$ cat src/rtl/microondas_pkg.sv
// rtl/microondas_pkg.sv - shared state encodings and BCD limits for the countdown timer
package microondas_pkg;

  typedef enum logic [1:0] {
    ST_IDLE   = 2'd0,
    ST_LOADED = 2'd1,
    ST_RUN    = 2'd2,
    ST_DONE   = 2'd3
  } state_t;

  localparam logic [3:0] MAX_SEC_TENS = 4'd5;
  localparam logic [3:0] MAX_DIGIT    = 4'd9;

  function automatic logic digit_ok(input logic [3:0] d);
    return d <= MAX_DIGIT;
  endfunction

endpackage

$ cat src/rtl/countdown_timer_if.sv
// rtl/countdown_timer_if.sv - keypad, control and BCD display bundle of the countdown timer
interface countdown_timer_if;
  import microondas_pkg::*;

  logic       tick_1hz;
  logic       digit_valid;
  logic [3:0] digit;
  logic       limpan;
  logic       m_on;
  logic [3:0] min_tens;
  logic [3:0] min_ones;
  logic [3:0] sec_tens;
  logic [3:0] sec_ones;
  logic       tdone;
  state_t     state;

  modport master (
    output tick_1hz, digit_valid, digit, limpan, m_on,
    input  min_tens, min_ones, sec_tens, sec_ones, tdone, state
  );

  modport slave (
    input  tick_1hz, digit_valid, digit, limpan, m_on,
    output min_tens, min_ones, sec_tens, sec_ones, tdone, state
  );

endinterface

$ cat src/rtl/bcd_digit_down.sv
// rtl/bcd_digit_down.sv - one BCD digit of a down-counter with borrow chain
module bcd_digit_down (
  input  logic [3:0] digit_i,
  input  logic       borrow_in_i,
  input  logic [3:0] wrap_i,
  output logic [3:0] digit_o,
  output logic       borrow_o
);

  always_comb begin
    digit_o  = digit_i;
    borrow_o = 1'b0;
    if (borrow_in_i) begin
      if (digit_i == 4'd0) begin
        digit_o  = wrap_i;
        borrow_o = 1'b1;
      end else begin
        digit_o  = digit_i - 4'd1;
      end
    end
  end

endmodule

$ cat src/rtl/countdown_timer.sv
// rtl/countdown_timer.sv - microwave MM:SS countdown with keypad entry, pause and expiry flag
module countdown_timer
  import microondas_pkg::*;
(
  input  logic               clk,
  input  logic               rst_n,
  countdown_timer_if.slave   bus
);

  logic [15:0] count_q;
  logic        tdone_q;
  state_t      state_q;

  logic [15:0] count_dec;
  logic [3:0]  borrow;
  logic        underflow;
  logic [15:0] count_shift;

  // Chain ripples from seconds-ones upward; the tick itself is the first borrow.
  bcd_digit_down u_sec_ones (
    .digit_i(count_q[3:0]), .borrow_in_i(1'b1), .wrap_i(MAX_DIGIT),
    .digit_o(count_dec[3:0]), .borrow_o(borrow[0])
  );
  bcd_digit_down u_sec_tens (
    .digit_i(count_q[7:4]), .borrow_in_i(borrow[0]), .wrap_i(MAX_SEC_TENS),
    .digit_o(count_dec[7:4]), .borrow_o(borrow[1])
  );
  bcd_digit_down u_min_ones (
    .digit_i(count_q[11:8]), .borrow_in_i(borrow[1]), .wrap_i(MAX_DIGIT),
    .digit_o(count_dec[11:8]), .borrow_o(borrow[2])
  );
  bcd_digit_down u_min_tens (
    .digit_i(count_q[15:12]), .borrow_in_i(borrow[2]), .wrap_i(MAX_DIGIT),
    .digit_o(count_dec[15:12]), .borrow_o(borrow[3])
  );

  // A borrow out of the top digit means the count was already zero; never wrap.
  assign underflow   = borrow[3];
  assign count_shift = {count_q[11:0], bus.digit};

  always_ff @(posedge clk or negedge rst_n) begin
    if (!rst_n) begin
      count_q <= 16'h0000;
      tdone_q <= 1'b0;
      state_q <= ST_IDLE;
    end else if (!bus.limpan) begin
      count_q <= 16'h0000;
      tdone_q <= 1'b0;
      state_q <= ST_IDLE;
    end else if (bus.digit_valid && digit_ok(bus.digit) && state_q != ST_RUN) begin
      count_q <= count_shift;
      tdone_q <= 1'b0;
      state_q <= (count_shift != 16'h0000) ? ST_LOADED : ST_IDLE;
    end else begin
      case (state_q)
        ST_IDLE: begin
          if (bus.m_on) begin
            tdone_q <= 1'b1;
            state_q <= ST_DONE;
          end
        end
        ST_LOADED: begin
          if (bus.m_on) state_q <= ST_RUN;
        end
        ST_RUN: begin
          if (!bus.m_on) begin
            state_q <= ST_LOADED;
          end else if (bus.tick_1hz && !underflow) begin
            count_q <= count_dec;
            if (count_dec == 16'h0000) begin
              tdone_q <= 1'b1;
              state_q <= ST_DONE;
            end
          end
        end
        default: begin
          tdone_q <= 1'b1;
        end
      endcase
    end
  end

  assign bus.min_tens = count_q[15:12];
  assign bus.min_ones = count_q[11:8];
  assign bus.sec_tens = count_q[7:4];
  assign bus.sec_ones = count_q[3:0];
  assign bus.tdone    = tdone_q;
  assign bus.state    = state_q;

endmodule
$ cat src/flat_wrapper.sv
// flat-port wrapper written by rule: the top's interface ports become plain ports
module countdown_timer_flat import microondas_pkg::*;
  (clk, rst_n, bus_tick_1hz, bus_digit_valid, bus_digit, bus_limpan, bus_m_on, bus_min_tens, bus_min_ones, bus_sec_tens, bus_sec_ones, bus_tdone, bus_state);
  countdown_timer_if bus_i ();
  input  logic clk;
  input  logic rst_n;
  input wire logic [$bits(bus_i.tick_1hz)-1:0] bus_tick_1hz;
  input wire logic [$bits(bus_i.digit_valid)-1:0] bus_digit_valid;
  input wire logic [$bits(bus_i.digit)-1:0] bus_digit;
  input wire logic [$bits(bus_i.limpan)-1:0] bus_limpan;
  input wire logic [$bits(bus_i.m_on)-1:0] bus_m_on;
  output wire logic [$bits(bus_i.min_tens)-1:0] bus_min_tens;
  output wire logic [$bits(bus_i.min_ones)-1:0] bus_min_ones;
  output wire logic [$bits(bus_i.sec_tens)-1:0] bus_sec_tens;
  output wire logic [$bits(bus_i.sec_ones)-1:0] bus_sec_ones;
  output wire logic [$bits(bus_i.tdone)-1:0] bus_tdone;
  output wire logic [$bits(bus_i.state)-1:0] bus_state;
  assign bus_i.tick_1hz = bus_tick_1hz;
  assign bus_i.digit_valid = bus_digit_valid;
  assign bus_i.digit = bus_digit;
  assign bus_i.limpan = bus_limpan;
  assign bus_i.m_on = bus_m_on;
  assign bus_min_tens = bus_i.min_tens;
  assign bus_min_ones = bus_i.min_ones;
  assign bus_sec_tens = bus_i.sec_tens;
  assign bus_sec_ones = bus_i.sec_ones;
  assign bus_tdone = bus_i.tdone;
  assign bus_state = bus_i.state;
  countdown_timer u_core (.clk(clk), .rst_n(rst_n), .bus(bus_i));
endmodule
$ cat config.mk
export PLATFORM = sky130hd
export DESIGN_NAME = countdown_timer_flat
export DESIGN_NICKNAME = d
export VERILOG_FILES = /design/src/rtl/microondas_pkg.sv /design/src/rtl/countdown_timer_if.sv /design/src/rtl/bcd_digit_down.sv /design/src/rtl/countdown_timer.sv /design/src/flat_wrapper.sv
export SDC_FILE = /design/constraint.sdc
export NUM_CORES = 1
export LEC_CHECK = 0
export BUFFER_PORTS_ARGS = -buffer_cell sky130_fd_sc_hd__clkbuf_2
export CORE_ASPECT_RATIO = 1.1
export CORE_MARGIN = 4
export CORE_UTILIZATION = 60
export CTS_BUF_LIST = sky130_fd_sc_hd__clkbuf_4 sky130_fd_sc_hd__clkbuf_8
export DETAILED_ROUTE_END_ITERATION = 12
export GPL_TIMING_DRIVEN = 0
export PLACE_DENSITY = 0.95
export SETUP_SLACK_MARGIN = 0.4
export SYNTH_ARGS = -nofsm -noshare
export SYNTH_HDL_FRONTEND = slang
export SYNTH_SLANG_ARGS = --single-unit
$ cat constraint.sdc
create_clock -name clk -period 3.9 [get_ports clk]
set_clock_uncertainty 0.2 [all_clocks]
set_input_delay 0 -clock clk [delete_from_list [all_inputs] [get_ports clk]]
set_output_delay 0 -clock clk [all_outputs]
set_load 0.02 [all_outputs]
==> results of run 1 <==
-- per-layer routing --
layer  up-vias  GRT usage
met5         -          0
li1        663          -
met2       101      0.452
met4         0      0.164
met3        21     0.0392
met1       652      0.338
-- registers in the layout, indices dropped and copies added, names as in the netlist --
| name | flops |
|---|---|
| u_core.bus.state | 2 |
| u_core.bus.tdone | 1 |
| u_core.count_q | 16 |
-- worst register-to-register path, stage by stage (launching register included) --
cell	delay [ns]
dfrtp_1	0.43
inv_1	0.14
ha_1	0.32
nand3_2	0.22
or4_4	0.51
or3_4	0.36
or3_1	0.31
a31oi_1	0.16
-- cells in the final DEF, fill, tap and decap left out, types with 3 or more instances in the layout --
cell,netlist,routed
clkbuf_2,0,28
dfrtp_1,19,19
nor2_1,18,18
o21ai_0,14,14
nand2_1,12,12
a21oi_1,9,9
dlygate4sd3_1,0,8
nor3_1,6,6
clkbuf_1,6,6
a31oi_1,6,6
nand3_1,5,5
nor2b_1,4,4
ha_1,4,4
inv_1,3,3
or4_1,3,3
nand3b_1,3,3
or3_1,3,3
nand4_1,3,3
xnor2_1,3,3
clkbuf_4,0,3
-- how the worst max path moves through the flow --
| stage | start | to | slack (ns) | cells after the start |
|---|---|---|---|---|
| floorplan | u_core.bus.state[0] | u_core.count_q[5] | 1.36 | 7 |
| global placement | u_core.bus.state[0] | u_core.count_q[5] | 1.29 | 7 |
| detailed placement | u_core.bus.state[0] | u_core.count_q[5] | 1.25 | 7 |
| CTS | u_core.bus.state[0] | u_core.count_q[5] | 1.23 | 7 |
| global route | u_core.bus.state[0] | u_core.count_q[5] | 1.05 | 7 |
| finish | u_core.bus.state[0] | u_core.count_q[5] | 1.21 | 7 |
-- cells by family after synthesis --
| kind of cell | after synthesis |
|---|---|
| AOI/OAI and AO/OA | 44 |
| xor gates and xnor gates | 5 |
| adders and majority gates | 4 |
| buffers and inverters | 9 |
| DFF | 19 |
| muxes | 4 |
| and+or+nand+nor | 70 |
-- final cells by class --
type / count / area, um2
plain buffers: 6 / 22.5
clock buffers: 3 / 22.5
clock inverters: 1 / 5.00
fillers: 170 / 452
inverters: 3 / 11.3
multi-input cells: 127 / 798
flip-flops and latches: 19 / 475
well taps: 28 / 35.0
repair buffers: 36 / 220
-- power groups by stage --
stage                     Combinational [mW]  Sequential [mW]  Clock (mW)
after global routing                   0.462            0.296       0.111
after floorplan                        0.251            0.322           0
after global placement                 0.384            0.285           0
after CTS                              0.414            0.285       0.102
final                                  0.419            0.287       0.101
after detailed placement               0.403            0.288           0
-- metrics by stage --
stage	hold slack, ns	util	power [mW]
floorplan	-0.496	-	0.573
global placement	-0.235	0.726	0.669
detailed placement	-0.219	0.726	0.691
CTS	0.0166	0.779	0.801
global route	0.0659	0.779	0.869
finish	0.0395	0.779	0.808
-- timing repair --
| action | in CTS | in global routing |
|---|---|---|
| hold buffers | 8 | 0 |
| setup buffers | 0 | 0 |
| endpoints found under the hold margin | 26 | 0 |
==> impl_metrics.tcl, run 1 <==
set metrics [dict create \
    outcome "finished, final reports clean" \
    cp-end-kind "flop" \
    antenna_cells 0 \
    hp-start "bus_m_on" \
    port_buffers 28 \
    ys_top_cells_by_area "dfrtp_1 (36%), o21ai_0 (5.4%), nor2_1 (5.2%), ha_1 (3.8%), a21oi_1 (3.4%)" \
    synth_edf_count 0 \
    h-tree-depth 1 \
    cp_cell_sequence "inv_1, ha_1, nand3_2, or4_4, or3_4, or3_1, a31oi_1" \
    antenna_found_initial 0 \
    internal-power_mw 0.432 \
    path_delay_family "simple AND/OR/NAND/NOR gates" \
    area_delta_synth_final_pct 21.6 \
    maxUsedRoutingLayer "met4" \
    max_freq_mhz 371 \
    rsz0062_at_grt "no" \
    start_util 0.640 \
    crit_fanout 9 \
    dp_cells 211 \
    synth.largest_area_cell "dfrtp_1" \
    synth_top_family_by_area "simple AND/OR/NAND/NOR gates" \
    ios 29 \
    slew_violations 0 \
    arrival_ns 2.73 \
    clkTransAtPathRegs_ns 0.12 \
    ff2ff_setup_slack_ns 1.21 \
    yosysSeqAreaShare 0.364 \
    drc 0 \
    layout_worst_path_cycle_share 0.691 \
    drtAntennaViolNets 0 \
    finalHoldViolCount 0 \
    syn_area_mm2 0.00131 \
    pwr-share-comb 0.519 \
    placed_area_mm2 0.00148 \
    grt_pass1_wl_um 6330 \
    clkPwrFrac 0.125 \
    dr_wl_met3_um 309 \
    yosys_warnings 0 \
    setup_ws_ns 1.21 \
    final_nets 210 \
    cpMaxStageDelayCell "or4_4" \
    muxShareOfSynthArea 0.0325 \
    powerDensity_mw_per_mm2 508 \
    ys.flop_type "dfrtp_1" \
    pre_cts_slack_ns 1.25 \
    power_frac_seq 0.355 \
    synth_xor_area_frac 0.0335 \
    vias_per_cell 6.44 \
    wl_per_cell_um 16.7 \
    hold_end "u_core.bus.tdone" \
    cts_root_buffer "clkbuf_4" \
    slew_headroom 0.425 \
    worstMarginPinSlew_ns 0.859 \
    row_count 17 \
    die_w_um 52.5 \
    gp_routability_congestion 0.904 \
    p_sw_mw 0.375 \
    overflow 0 \
    cts_tree "built" \
    cp.required_ns 3.94 \
    final_area_mm2 0.00159 \
    async_flop_share 1.00 \
    ys_ff_latch 19 \
    die_h_um 57.0 \
    synth_adder_area_share 0.0383 \
    totalWireLength_um 3720 \
    r2r-start "u_core.bus.state[0]" \
    synth-compound-area-share 0.207 \
    p_leak_nw 0.696 \
    worstRegToRegCells 7 \
    grt_start_max_net_pins 20 \
    insertion_delay_ns 0.31 \
    wl_met2_um 1850 \
    numCtsBuffers 3 \
    grt_pass1_vias 1422 \
    switching_share 0.465 \
    ys_top_cells_by_count "dfrtp_1 (19), nor2_1 (18), o21ai_0 (14), nand2_1 (12), a21oi_1 (9)" \
    hold_class "primary input to flop" \
    r2r_end "u_core.count_q[5]" \
    critical-path-max-stage-delay_ns 0.51 \
    firstDrtPassIters 4 \
    netlist_instances 155 \
    tns_ns 0 \
    yosys.cell_count.top_type "dfrtp_1" \
    crit_buf_inv 1 \
    hpwlAfterDp_um 2580 \
    irDropWorstVdd_mv 0.484 \
    synth_top_area_frac 0.364 \
    syn_avg_cell_area_um2 8.44 \
    min_period_ns 2.69 \
    instances_no_fill 223 \
    synth_cell_types 42 \
    core_mm2 0.00204 \
    cts.sinks 19 \
    setup_violations 0 \
    critPathKind "flop to flop" \
    drt_iter0_markers 73 \
    worstSetupStartpointType "flop" \
    grtUsageTotal 0.276 \
    cts_buffer_depth 2 \
    cts_resized 0 \
    synth_nets 169 \
    num_vias 1437 \
    drv_cap 0 \
    die_area_mm2 0.00299 \
    synthSimpleGateAreaFrac 0.300 \
    drt-met1-wl_um 1420 \
    hold_path_depth 4 \
    final_layout_size_suffix_gt1_frac 0.210 \
]
Power figures use the tool's default switching activity.
==> run 2: changes to the inputs <==
Settings changed: CORE_UTILIZATION 60 to 50, PLACE_DENSITY 0.95 to 0.88.
Clock period 3.9 ns to 2.45 ns, I/O delays scaled along.
==> impl_metrics.tcl, run 2 (same netlist as run 1, synthesis figures left out) <==
set metrics [dict create \
    grtUsageTotal 0.268 \
    vias_per_cell 6.55 \
    setup_ws_ns 0.117 \
    layout_worst_path_cycle_share 0.952 \
    num_vias 1632 \
    totalWireLength_um 4700 \
    rsz0062_at_grt "yes" \
    start_util 0.524 \
    startpoint "u_core.count_q[2]" \
    numCtsBuffers 3 \
    hold_class "primary input to flop" \
    antenna_cells 0 \
    cp.required_ns 2.47 \
    cts_root_buffer "clkbuf_4" \
    pre_cts_slack_ns 0.0196 \
    gp_routability_congestion 0.868 \
    top_register "u_core.count_q" \
    worstMarginPinSlew_ns 0.580 \
    irDropWorstVdd_mv 0.677 \
    final_layout_size_suffix_gt1_frac 0.408 \
    ios 29 \
    slew_headroom 0.614 \
    die_w_um 56.8 \
    drc 0 \
    layout_commonest_cell "clkbuf_2" \
    outcome "finished, final reports clean" \
    row_count 19 \
    insertion_delay_ns 0.30 \
    antenna_found_initial 0 \
    cp-end-kind "flop" \
    hp-start "bus_tick_1hz" \
    critPathKind "flop to flop" \
    tns_ns 0 \
    layout_common_cells "clkbuf_2 (29), buf_4 (20), nor2_1 (17)" \
    cts_buffer_depth 2 \
    max_freq_mhz 429 \
    hpwlAfterDp_um 2620 \
    cts_tree "built" \
    firstDrtPassIters 6 \
    powerDensity_mw_per_mm2 844 \
    cts.sinks 19 \
    arrival_ns 2.36 \
    grt_pass1_vias 1556 \
    p_leak_nw 0.846 \
    die_h_um 61.6 \
    core_mm2 0.00250 \
    min_period_ns 2.33 \
    final_nets 233 \
    grt_pass1_wl_um 7260 \
    wl_per_cell_um 18.9 \
    h-tree-depth 1 \
    clkTransAtPathRegs_ns 0.12 \
    slew_violations 0 \
    drv_cap 0 \
    grt_start_max_net_pins 11 \
    worstSetupStartpointType "flop" \
    setup_violations 0 \
    drtAntennaViolNets 0 \
    r2r-start "u_core.count_q[2]" \
    drt_iter0_markers 118 \
    overflow 0 \
    crit_fanout 5 \
    largest_reg_flops 16 \
    die_area_mm2 0.00350 \
    port_buffers 28 \
    finalHoldViolCount 0 \
    area_delta_synth_final_pct 47.3 \
]
-- run 2: cell count changes in the layout (fill, tap and decap cells not counted), sizes merged --
cell	change
dlygate4sd3	+1
clkbuf	-2
clkinv	-1
buf	+25
-- run 2: per-stage QoR --
stage | power, mW | util | instances | hold slack [ns] | instance area [um2]
3_5_place_dp | 1.16 | 0.613 | 214 | -0.212 | 1530
5_1_grt | 1.71 | 0.771 | 249 | 0.0105 | 1930
6_report | 1.62 | 0.771 | 249 | 0.0248 | 1930
4_1_cts | 1.50 | 0.735 | 241 | 0.000457 | 1830
2_1_floorplan | 0.960 | - | 155 | -0.496 | 1350
3_3_place_gp | 1.12 | 0.613 | 214 | -0.226 | 1530
-- run 2: final cells by class --
class | count | area (um2)
Buffer | 6 | 40.0
Inverter | 3 | 13.8
Timing Repair Buffer | 59 | 397
Sequential cell | 19 | 483
Tap cell | 31 | 38.8
Fill cell | 163 | 571
Multi-Input combinational cell | 127 | 923
Clock buffer | 4 | 30.0
-- run 2: worst paths after layout --
kind,endpoint,slack (ns),cells after the start
min reg2reg,u_core.bus.tdone,0.34,1
max in group asynchronous,u_core.count_q[3],1.17,3
max,u_core.count_q[5],0.12,5
max reg2reg,u_core.count_q[5],0.12,5
min in group asynchronous,u_core.count_q[11],0.54,3
min,u_core.count_q[14],0.02,4
-- run 2: metal layers --
layer / wire length [um] / global-route usage / part of all wire / up-vias
met2: 2330 / 0.488 / 0.50 / 135
met3: 481 / 0.0377 / 0.10 / 43
met4: 249 / 0.126 / 0.053 / 0
li1: - / - / - / 707
met5: 0 / 0 / 0 / -
met1: 1630 / 0.317 / 0.35 / 747
-- run 2: report_power, final --
| part | leakage [nW] | switching (mW) | total [mW] | internal, mW |
|---|---|---|---|---|
| registers | 0.246 | 0.0960 | 0.471 | 0.375 |
| clock network | 0.0184 | 0.104 | 0.179 | 0.0745 |
| logic | 0.581 | 0.534 | 0.974 | 0.441 |
-- run 2: what timing repair did --
action | in CTS | in global routing
endpoints found under the hold margin | 25 | 0
setup endpoints to repair | 19 | 19
pin swaps | 4 | 6
gates resized for setup | 22 | 15
hold buffers | 9 | 0
setup buffers | 14 | 8
-- run 2: worst max-delay path, stage by stage, from the launching register on --
cell,delay [ns]
dfrtp_2,0.45
or2_4,0.26
or4_4,0.51
or3_4,0.36
or3_1,0.31
a31oi_1,0.17
